==> src/rtl/axa_pkg.sv <==
// axa_pkg: shared state encoding and width helpers for the approximate-adder error monitor
package axa_pkg;

    typedef enum logic [1:0] {IDLE, RUN, DRAIN, DONE} state_t;

    function automatic int cw_of(input int samples);
        return $clog2(samples) + 1;
    endfunction

    function automatic int aw_of(input int width, input int samples);
        return width + 1 + $clog2(samples);
    endfunction

    function automatic int sw_of(input int width, input int samples);
        return 2 * (width + 1) + $clog2(samples);
    endfunction

endpackage

==> src/rtl/axa_ed_calc.sv <==
// axa_ed_calc: exact sum of the operands and its absolute distance from the approximate result
module axa_ed_calc #(
    parameter int WIDTH = 16
) (
    input  logic [WIDTH-1:0] op_a,
    input  logic [WIDTH-1:0] op_b,
    input  logic [WIDTH:0]   approx_sum,
    output logic [WIDTH:0]   ed
);

    logic [WIDTH:0] exact;

    // carry-out kept as MSB so exact and approx_sum compare at equal width
    always_comb begin
        exact = {1'b0, op_a} + {1'b0, op_b};
        ed    = (exact >= approx_sum) ? exact - approx_sum : approx_sum - exact;
    end

endmodule

==> src/rtl/axa_error_monitor.sv <==
// axa_error_monitor: windowed error statistics for an approximate adder (AXA_ERRMON_SQERR_EN adds squared-error sum)
module axa_error_monitor
    import axa_pkg::*;
#(
    parameter  int WIDTH   = 16,
    parameter  int SAMPLES = 1024,
    localparam int CW      = cw_of(SAMPLES),
    localparam int AW      = aw_of(WIDTH, SAMPLES),
    localparam int SW      = sw_of(WIDTH, SAMPLES)
) (
    input  logic             clk,
    input  logic             rst,
    input  logic             start,
    input  logic             in_valid,
    output logic             in_ready,
    input  logic [WIDTH-1:0] op_a,
    input  logic [WIDTH-1:0] op_b,
    input  logic [WIDTH:0]   approx_sum,
    output logic             busy,
    output logic             done,
    output logic [CW-1:0]    sample_count,
    output logic [CW-1:0]    err_count,
    output logic [AW-1:0]    ed_sum,
    output logic [WIDTH:0]   ed_max,
    output logic [SW-1:0]    sq_sum
);

    localparam logic [CW-1:0] LAST = CW'(SAMPLES - 1);

    state_t         state, state_nx;
    logic           accept, clear, last_accept, drain_cnt, s1_valid;
    logic [WIDTH:0] ed_w, s1_ed;

    assign in_ready    = (state == RUN);
    assign busy        = (state == RUN);
    assign done        = (state == DONE);
    assign accept      = in_valid & in_ready;
    assign clear       = start & ((state == IDLE) | (state == DONE));
    assign last_accept = accept & (sample_count == LAST);

    axa_ed_calc #(.WIDTH(WIDTH)) u_ed_calc (
        .op_a       (op_a),
        .op_b       (op_b),
        .approx_sum (approx_sum),
        .ed         (ed_w)
    );

    // state register
    always_ff @(posedge clk or posedge rst) begin
        if (rst) state <= IDLE;
        else     state <= state_nx;
    end

    // next state: start only honoured from IDLE/DONE, drain covers the two pipeline stages
    always_comb begin
        state_nx = state;
        unique case (state)
            IDLE:  state_nx = start       ? RUN   : IDLE;
            RUN:   state_nx = last_accept ? DRAIN : RUN;
            DRAIN: state_nx = drain_cnt   ? DONE  : DRAIN;
            DONE:  state_nx = start       ? RUN   : DONE;
        endcase
    end

    // ED register, drain timer and accumulators
    always_ff @(posedge clk or posedge rst) begin
        if (rst) begin
            s1_valid     <= 1'b0;
            s1_ed        <= '0;
            drain_cnt    <= 1'b0;
            sample_count <= '0;
            err_count    <= '0;
            ed_sum       <= '0;
            ed_max       <= '0;
        end else begin
            s1_valid  <= accept;
            drain_cnt <= (state == DRAIN) ? ~drain_cnt : 1'b0;
            if (accept) s1_ed <= ed_w;
            if (clear) begin
                s1_valid     <= 1'b0;
                sample_count <= '0;
                err_count    <= '0;
                ed_sum       <= '0;
                ed_max       <= '0;
            end else begin
                if (accept) sample_count <= sample_count + CW'(1);
                if (s1_valid) begin
                    err_count <= err_count + CW'(s1_ed != '0);
                    ed_sum    <= ed_sum + AW'(s1_ed);
                    ed_max    <= (s1_ed > ed_max) ? s1_ed : ed_max;
                end
            end
        end
    end

`ifdef AXA_ERRMON_SQERR_EN
    // squared-error accumulator, same timing as the other stage-2 statistics
    always_ff @(posedge clk or posedge rst) begin
        if (rst)           sq_sum <= '0;
        else if (clear)    sq_sum <= '0;
        else if (s1_valid) sq_sum <= sq_sum + SW'(s1_ed) * SW'(s1_ed);
    end
`else
    assign sq_sum = '0;
`endif

endmodule
==> config.mk <==
export PLATFORM = sky130hd
export DESIGN_NAME = axa_error_monitor
export DESIGN_NICKNAME = d
export VERILOG_FILES = /design/src/rtl/axa_pkg.sv /design/src/rtl/axa_ed_calc.sv /design/src/rtl/axa_error_monitor.sv
export SDC_FILE = /design/constraint.sdc
export NUM_CORES = 1
export LEC_CHECK = 0
export BUFFER_PORTS_ARGS = -buffer_cell sky130_fd_sc_hd__buf_2
export CAP_MARGIN = 20
export CORE_UTILIZATION = 52
export DETAILED_ROUTE_END_ITERATION = 7
export PLACE_DENSITY = 0.77
export REMOVE_ABC_BUFFERS = 1
export SYNTH_ARGS = -nofsm -noshare
export SYNTH_HDL_FRONTEND = slang
export SYNTH_HIERARCHICAL = 1
export SYNTH_SLANG_ARGS = --single-unit
==> constraint.sdc <==
create_clock -name clk -period 4.6 [get_ports clk]
set_input_delay 0.69 -clock clk [delete_from_list [all_inputs] [get_ports clk]]
set_output_delay 0.69 -clock clk [all_outputs]
set_load 0.01 [all_outputs]
---- Word level (Yosys, flattened, before mapping) ----
Index checks and enable logic that the tools add are counted.
storage, ports and cells
  latch bits .............................. 0
  logic and storage cells ................. 48
  bits of input ports ..................... 53
  memory bits (writable) .................. 0
  output and inout port bits .............. 113
  memory bits (read-only) ................. 0
  memories ................................ 0
  register bits ........................... 87
cells by class
  add/subtract/negate cells ............... 6
  bitwise gates (word level) .............. 5
  divide/modulo/power cells ............... 0
  $lt $le $gt $ge ......................... 2
  mux-type cells .......................... 17
  equality and inequality tests ........... 4
  shifts and indexed selects .............. 0
  $mul .................................... 0
  reductions and logical operators ........ 6
operators by type and width
  kind                     count
  $mux W17                 4
  $mux W27                 2
  $mux W11                 4
  $sub A17 B17 Y17         2
  $add A27 B17 Y27         1
  $add A16 B16 Y17         1
  $ge A17 B17 Y1           1
  $gt A17 B17 Y1           1
  $reduce_bool A17 Y1      1
  $add A11 B1 Y11          1
  $add A11 B1 Y11 const B  1
  $eq A11 B10 Y1 const B   1
  $pmux W2 S4              1
  $reduce_bool A2 Y1       3
  $eq A2 B2 Y1 const B     2
  $mux W1                  4
  $mux W2                  2
  $and A1 B1 Y1            3
  $eq A2 B1 Y1 const B     1
  $logic_not A2 Y1         1
  $reduce_and A2 Y1        1
  $not A1 Y1               1
  $or A1 B1 Y1             1

---- Logic depth before layout (Yosys ltp) ----
  depth in word-level cells ............... 5
  mapped depth ............................ 22
  mapped depth without buffers ............ 19

---- Modules after synthesis ----
Netlist, hierarchy kept.
by module, submodules not included
  module             instances  cells each  area each (µm²)  seq. area each (µm²)
  axa_error_monitor  1          593         5350.1           2177.1
  axa_ed_calc        1          329         2434.8           0.0

---- Worst setup path before layout ----
OpenSTA, ideal clock, no wires.
  kind .................................... in2reg
  start ................................... in op_a[0]
  end ..................................... reg s1_ed[1]
  cell stages on the path ................. 20
  path buffers ............................ 3
  data required time ...................... 4.483 ns
  path slack .............................. 0.062 ns
  setup time .............................. 0.117 ns
  data arrival time ....................... 4.421 ns
  cells stage by stage .................... ha_1 -> fa_1 -> a21o_1 -> a21oi_1 -> o21ai_1 -> and2_1 -> a2111oi_0 -> nor3_1 -> xor2_1 -> ha_1 -> buf_6 -> a21o_1 -> a21o_1 -> a211oi_1 -> a21bo_1 -> buf_6 -> buf_12 -> mux2_1 -> nand2_1 -> nand2_1
on the way
  longest elaborated chain between the ends .. 3
  elaborated cells on any way between the ends .. 5
  classes of those cells .................. add/sub: 3; order compare: 1; mux: 1
ends and longest elaborated chain
  item                                                line                     text
  from (decl)                                         axa_error_monitor.sv:16  input logic [WIDTH-1:0] op_a,
  $add A16 B16 Y17 (*)                                axa_ed_calc.sv:15        exact = {1'b0, op_a} + {1'b0, op_b};
  $sub A17 B17 Y17 or $ge A17 B17 Y1 (tied branches)  axa_ed_calc.sv:16        ed = (exact >= approx_sum) ? exact - approx_sum : approx_sum - exact;
  $mux W17 (*)                                        axa_ed_calc.sv:16
  named net ed_w[1]                                   axa_error_monitor.sv:32  logic [WIDTH:0] ed_w, s1_ed;
  to (signal assigned)                                axa_error_monitor.sv:78  if (accept) s1_ed <= ed_w;
  to (decl)                                           axa_error_monitor.sv:32
Mark *: on every way through the listed nets, which the timed path passes. The rest lies on a longest branch.
A chain may end at the register's enable or synchronous reset.

---- Worst setup path in the final report ----
  start ................................... in op_a[0]
  end ..................................... reg s1_ed[6]
Same word-level chain as after synthesis.

==> results.json <==
{
  "cts_buffer_depth": 2,
  "synth_warnings": 6,
  "powerDensity_nw_per_um2": 542,
  "final_hold_viol_count": 0,
  "io_pins": 166,
  "synth_cell_types": 70,
  "wirelength_um": 16500,
  "clock_sinks": 87,
  "min_path_type": "in -> async",
  "ctsResizeCount": 0,
  "worst_slew_pin_slew_ns": 0.814,
  "grt_pass1_vias": 5886,
  "p_int_mw": 2.65,
  "wl_per_cell_um": 13.4,
  "grt_overflow": 0,
  "p_sw_mw": 2.13,
  "required_ns": 4.87,
  "ys_ff_latch": 87,
  "clkPwrFrac_pct": 16.4,
  "n_antenna_cell": 0,
  "worst_slack_ns": 0.288,
  "dieWidth_um": 124,
  "rows": 44,
  "critPathCaptureType": "flip-flop",
  "post-cts-setup-buffers": 0,
  "utilization_pct": 60.4,
  "final_nets": 1186,
  "viasPerCell": 5.38,
  "antenna_found_initial": 0,
  "fin_skew_ns": 0.00856,
  "fin_area_um2": 8810,
  "syn_to_final_growth_pct": 13.2,
  "fin_crit_sh_pct": 93.7,
  "relSlewSlack_pct": 45.7,
  "syn_inst": 922,
  "cap_violations": 0,
  "p_seq_share_pct": 27.0,
  "numCtsBuffers": 9,
  "via_count": 6605,
  "tritoncts": "done",
  "max_freq_mhz": 232,
  "root_buffer": "clkbuf_16",
  "setup_viol": 0,
  "drive_gt1_share_pct": 17.4,
  "cp.arrival_ns": 4.58,
  "crit_fanout": 16,
  "grt_pass1_wl_um": 27400,
  "async_flop_share_pct": 100,
  "grt_setup_unrepaired": "no",
  "path_clk_slew_ns": 0.07,
  "htree_levels": 3,
  "synth_area_um2": 7780,
  "start_util_pct": 53.4,
  "place_area_um2": 8430,
  "avgSynthCellArea_um2": 8.44,
  "synth-edff-count": 0,
  "portBuffers": 121,
  "fp.dieArea_um2": 15500,
  "clk_latency_ns": 0.34,
  "fill_cells": 1271,
  "switching_share_pct": 44.6,
  "drcViolationCount": 0,
  "ctsHoldBuffers": 0,
  "pre_cts_ws_ns": -0.241,
  "track_usage_pct": 21.0,
  "synth_seq_area_share_pct": 28.0,
  "p_leak_nw": 4.62,
  "start_kind": "input port",
  "ys.flop_type": "dfrtp_1",
  "slew_violations": 0,
  "path_class": "in -> reg",
  "grt_start_max_net_pins": 61,
  "fin_crit_ns": 4.31,
  "dp_hpwl_um": 12800,
  "p_comb_share_pct": 56.5,
  "ir_drop_uv": 215,
  "total_power_mw": 4.78,
  "core-area_um2": 14600,
  "dieHeight_um": 124,
  "antenna_left": 0,
  "status": "finished clean",
  "gp_congestion": 0.871,
  "firstDrtPassIters": 5,
  "drtIter0Drc": 369
}
[power by group through the flow]
stage / Sequential (mW) / Clock [mW] / Combinational (mW)
after global routing: 1.33 / 0.833 / 3.02
after global placement: 1.29 / 0 / 2.59
final: 1.29 / 0.784 / 2.70
after floorplan: 1.30 / 0 / 1.89
after detailed placement: 1.30 / 0 / 2.65
after CTS: 1.29 / 0.797 / 2.67
[cells in the final DEF, fill, tap and decap left out, types with 8 or more instances in the layout]
cell type,count
dfrtp_1,87
nand2_1,106
and2_1,8
nand4_1,17
a21oi_1,63
o21ai_0,47
ha_1,90
xor2_1,33
conb_1,44
a211oi_1,8
or3_1,9
mux2i_1,30
buf_4,20
a21o_1,37
inv_1,60
nand3_1,34
buf_2,121
nor2_1,67
xnor2_1,31
clkbuf_16,9
[sequential cells by signal, indices dropped and copies added (netlist names)]
register	count
sample_count	11
ed_max	17
s1_valid	1
s1_ed	17
drain_cnt	1
state	2
err_count	11
ed_sum	27
[kinds of logic (layout without fill, tap and decap cells)]
family	after synthesis	after routing	synth area share (%)
buffers and inverters	143	222	9.92
XOR/XNOR	64	64	7.20
other	1	44	0.0482
AND/OR/NAND/NOR	288	288	17.4
AO/OA/AOI/OAI	214	214	18.0
multiplexers	31	31	4.00
flip-flops	87	87	28.0
adder cells (fa/ha/maj)	94	94	15.5
[cells in the mapped netlist (3+ instances only)]
cell      count  share of area [%]
dfrtp_1      87                 28
fa_1          4                1.0
xnor2_1      31                3.5
clkbuf_1     12               0.58
nand2_1     106                5.1
buf_2         7               0.45
buf_4        51                4.9
nor4_1        5               0.40
a21o_1       37                3.6
or3_1         9               0.72
and2_1        8               0.64
and4_1        3               0.34
nand3_1      34                2.2
clkbuf_2      3               0.19
o21bai_1      5               0.48
nand4_1      17                1.4
a31oi_1       7               0.56
o211ai_1      3               0.29
nor2b_1       7               0.56
o21ai_0      47                3.0
nor3_1        7               0.45
mux2i_1      30                3.9
a21oi_1      64                4.1
nor2_1       68                3.3
a211oi_1      8               0.77
ha_1         90                 14
o21ai_1       4               0.26
inv_1        61                2.9
o21a_1        6               0.58
buf_1         6               0.29
nand2b_1      5               0.40
and3_1        6               0.48
a221o_1       3               0.39
xor2_1       33                3.7
[final timing paths]
check	from	slack, ns	depth (start not counted)	endpoint
max	op_a[0]	0.29	21	s1_ed[6]
min	rst	0.27	2	sample_count[5]
max reg2reg	state[1]	1.80	9	state[0]
min reg2reg	drain_cnt	0.43	1	drain_cnt
max in group asynchronous	rst	3.39	4	ed_sum[3]
min in group clk	drain_cnt	0.43	1	drain_cnt
[worst max-delay path: stages]
cell and delay (ns):
buf_2 0.10, ha_1 0.21, fa_1 0.39, a21o_1 0.18, a21oi_2 0.20, o21ai_1 0.10, a211o_1 0.29, a31o_1 0.21
a21oi_1 0.25, xnor2_1 0.10, ha_1 0.30, and2_4 0.16, nand3_2 0.08, nor4_1 0.30, a211oi_1 0.08, a21bo_1 0.22
buf_12 0.17, mux2i_1 0.22, xor2_1 0.16, nand2_1 0.07, nand2_1 0.10
[metrics by stage]
| step | instances | TNS (ns) | hold slack, ns |
|---|---|---|---|
| final | 1228 | 0 | 0.274 |
| after detailed placement | 1209 | -3.36 | 0.430 |
| after global routing | 1228 | 0 | 0.282 |
| after global placement | 1209 | -0.908 | 0.418 |
| after floorplan | 883 | -1.97 | 0.403 |
| after CTS | 1225 | 0 | 0.440 |
[metal layers]
| layer | vias up | global-route usage (%) | share of wire, % |
|---|---|---|---|
| li1 | 3359 | - | - |
| met1 | 3031 | 28.3 | 47 |
| met2 | 189 | 34.9 | 47 |
| met3 | 26 | 2.62 | 4.2 |
| met4 | 0 | 6.59 | 1.8 |
| met5 | - | 0 | 0 |
[final cells by class]
type | count | area (um^2) | area share, %
Inverter | 61 | 230 | 2.61
Multi-Input combinational cell | 735 | 5020 | 57.0
Sequential cell | 87 | 2180 | 24.7
Timing Repair Buffer | 145 | 831 | 9.43
Clock inverter | 6 | 92.6 | 1.05
Clock buffer | 10 | 229 | 2.60
Tap cell | 184 | 230 | 2.61
(Power assumes the default switching activity.)
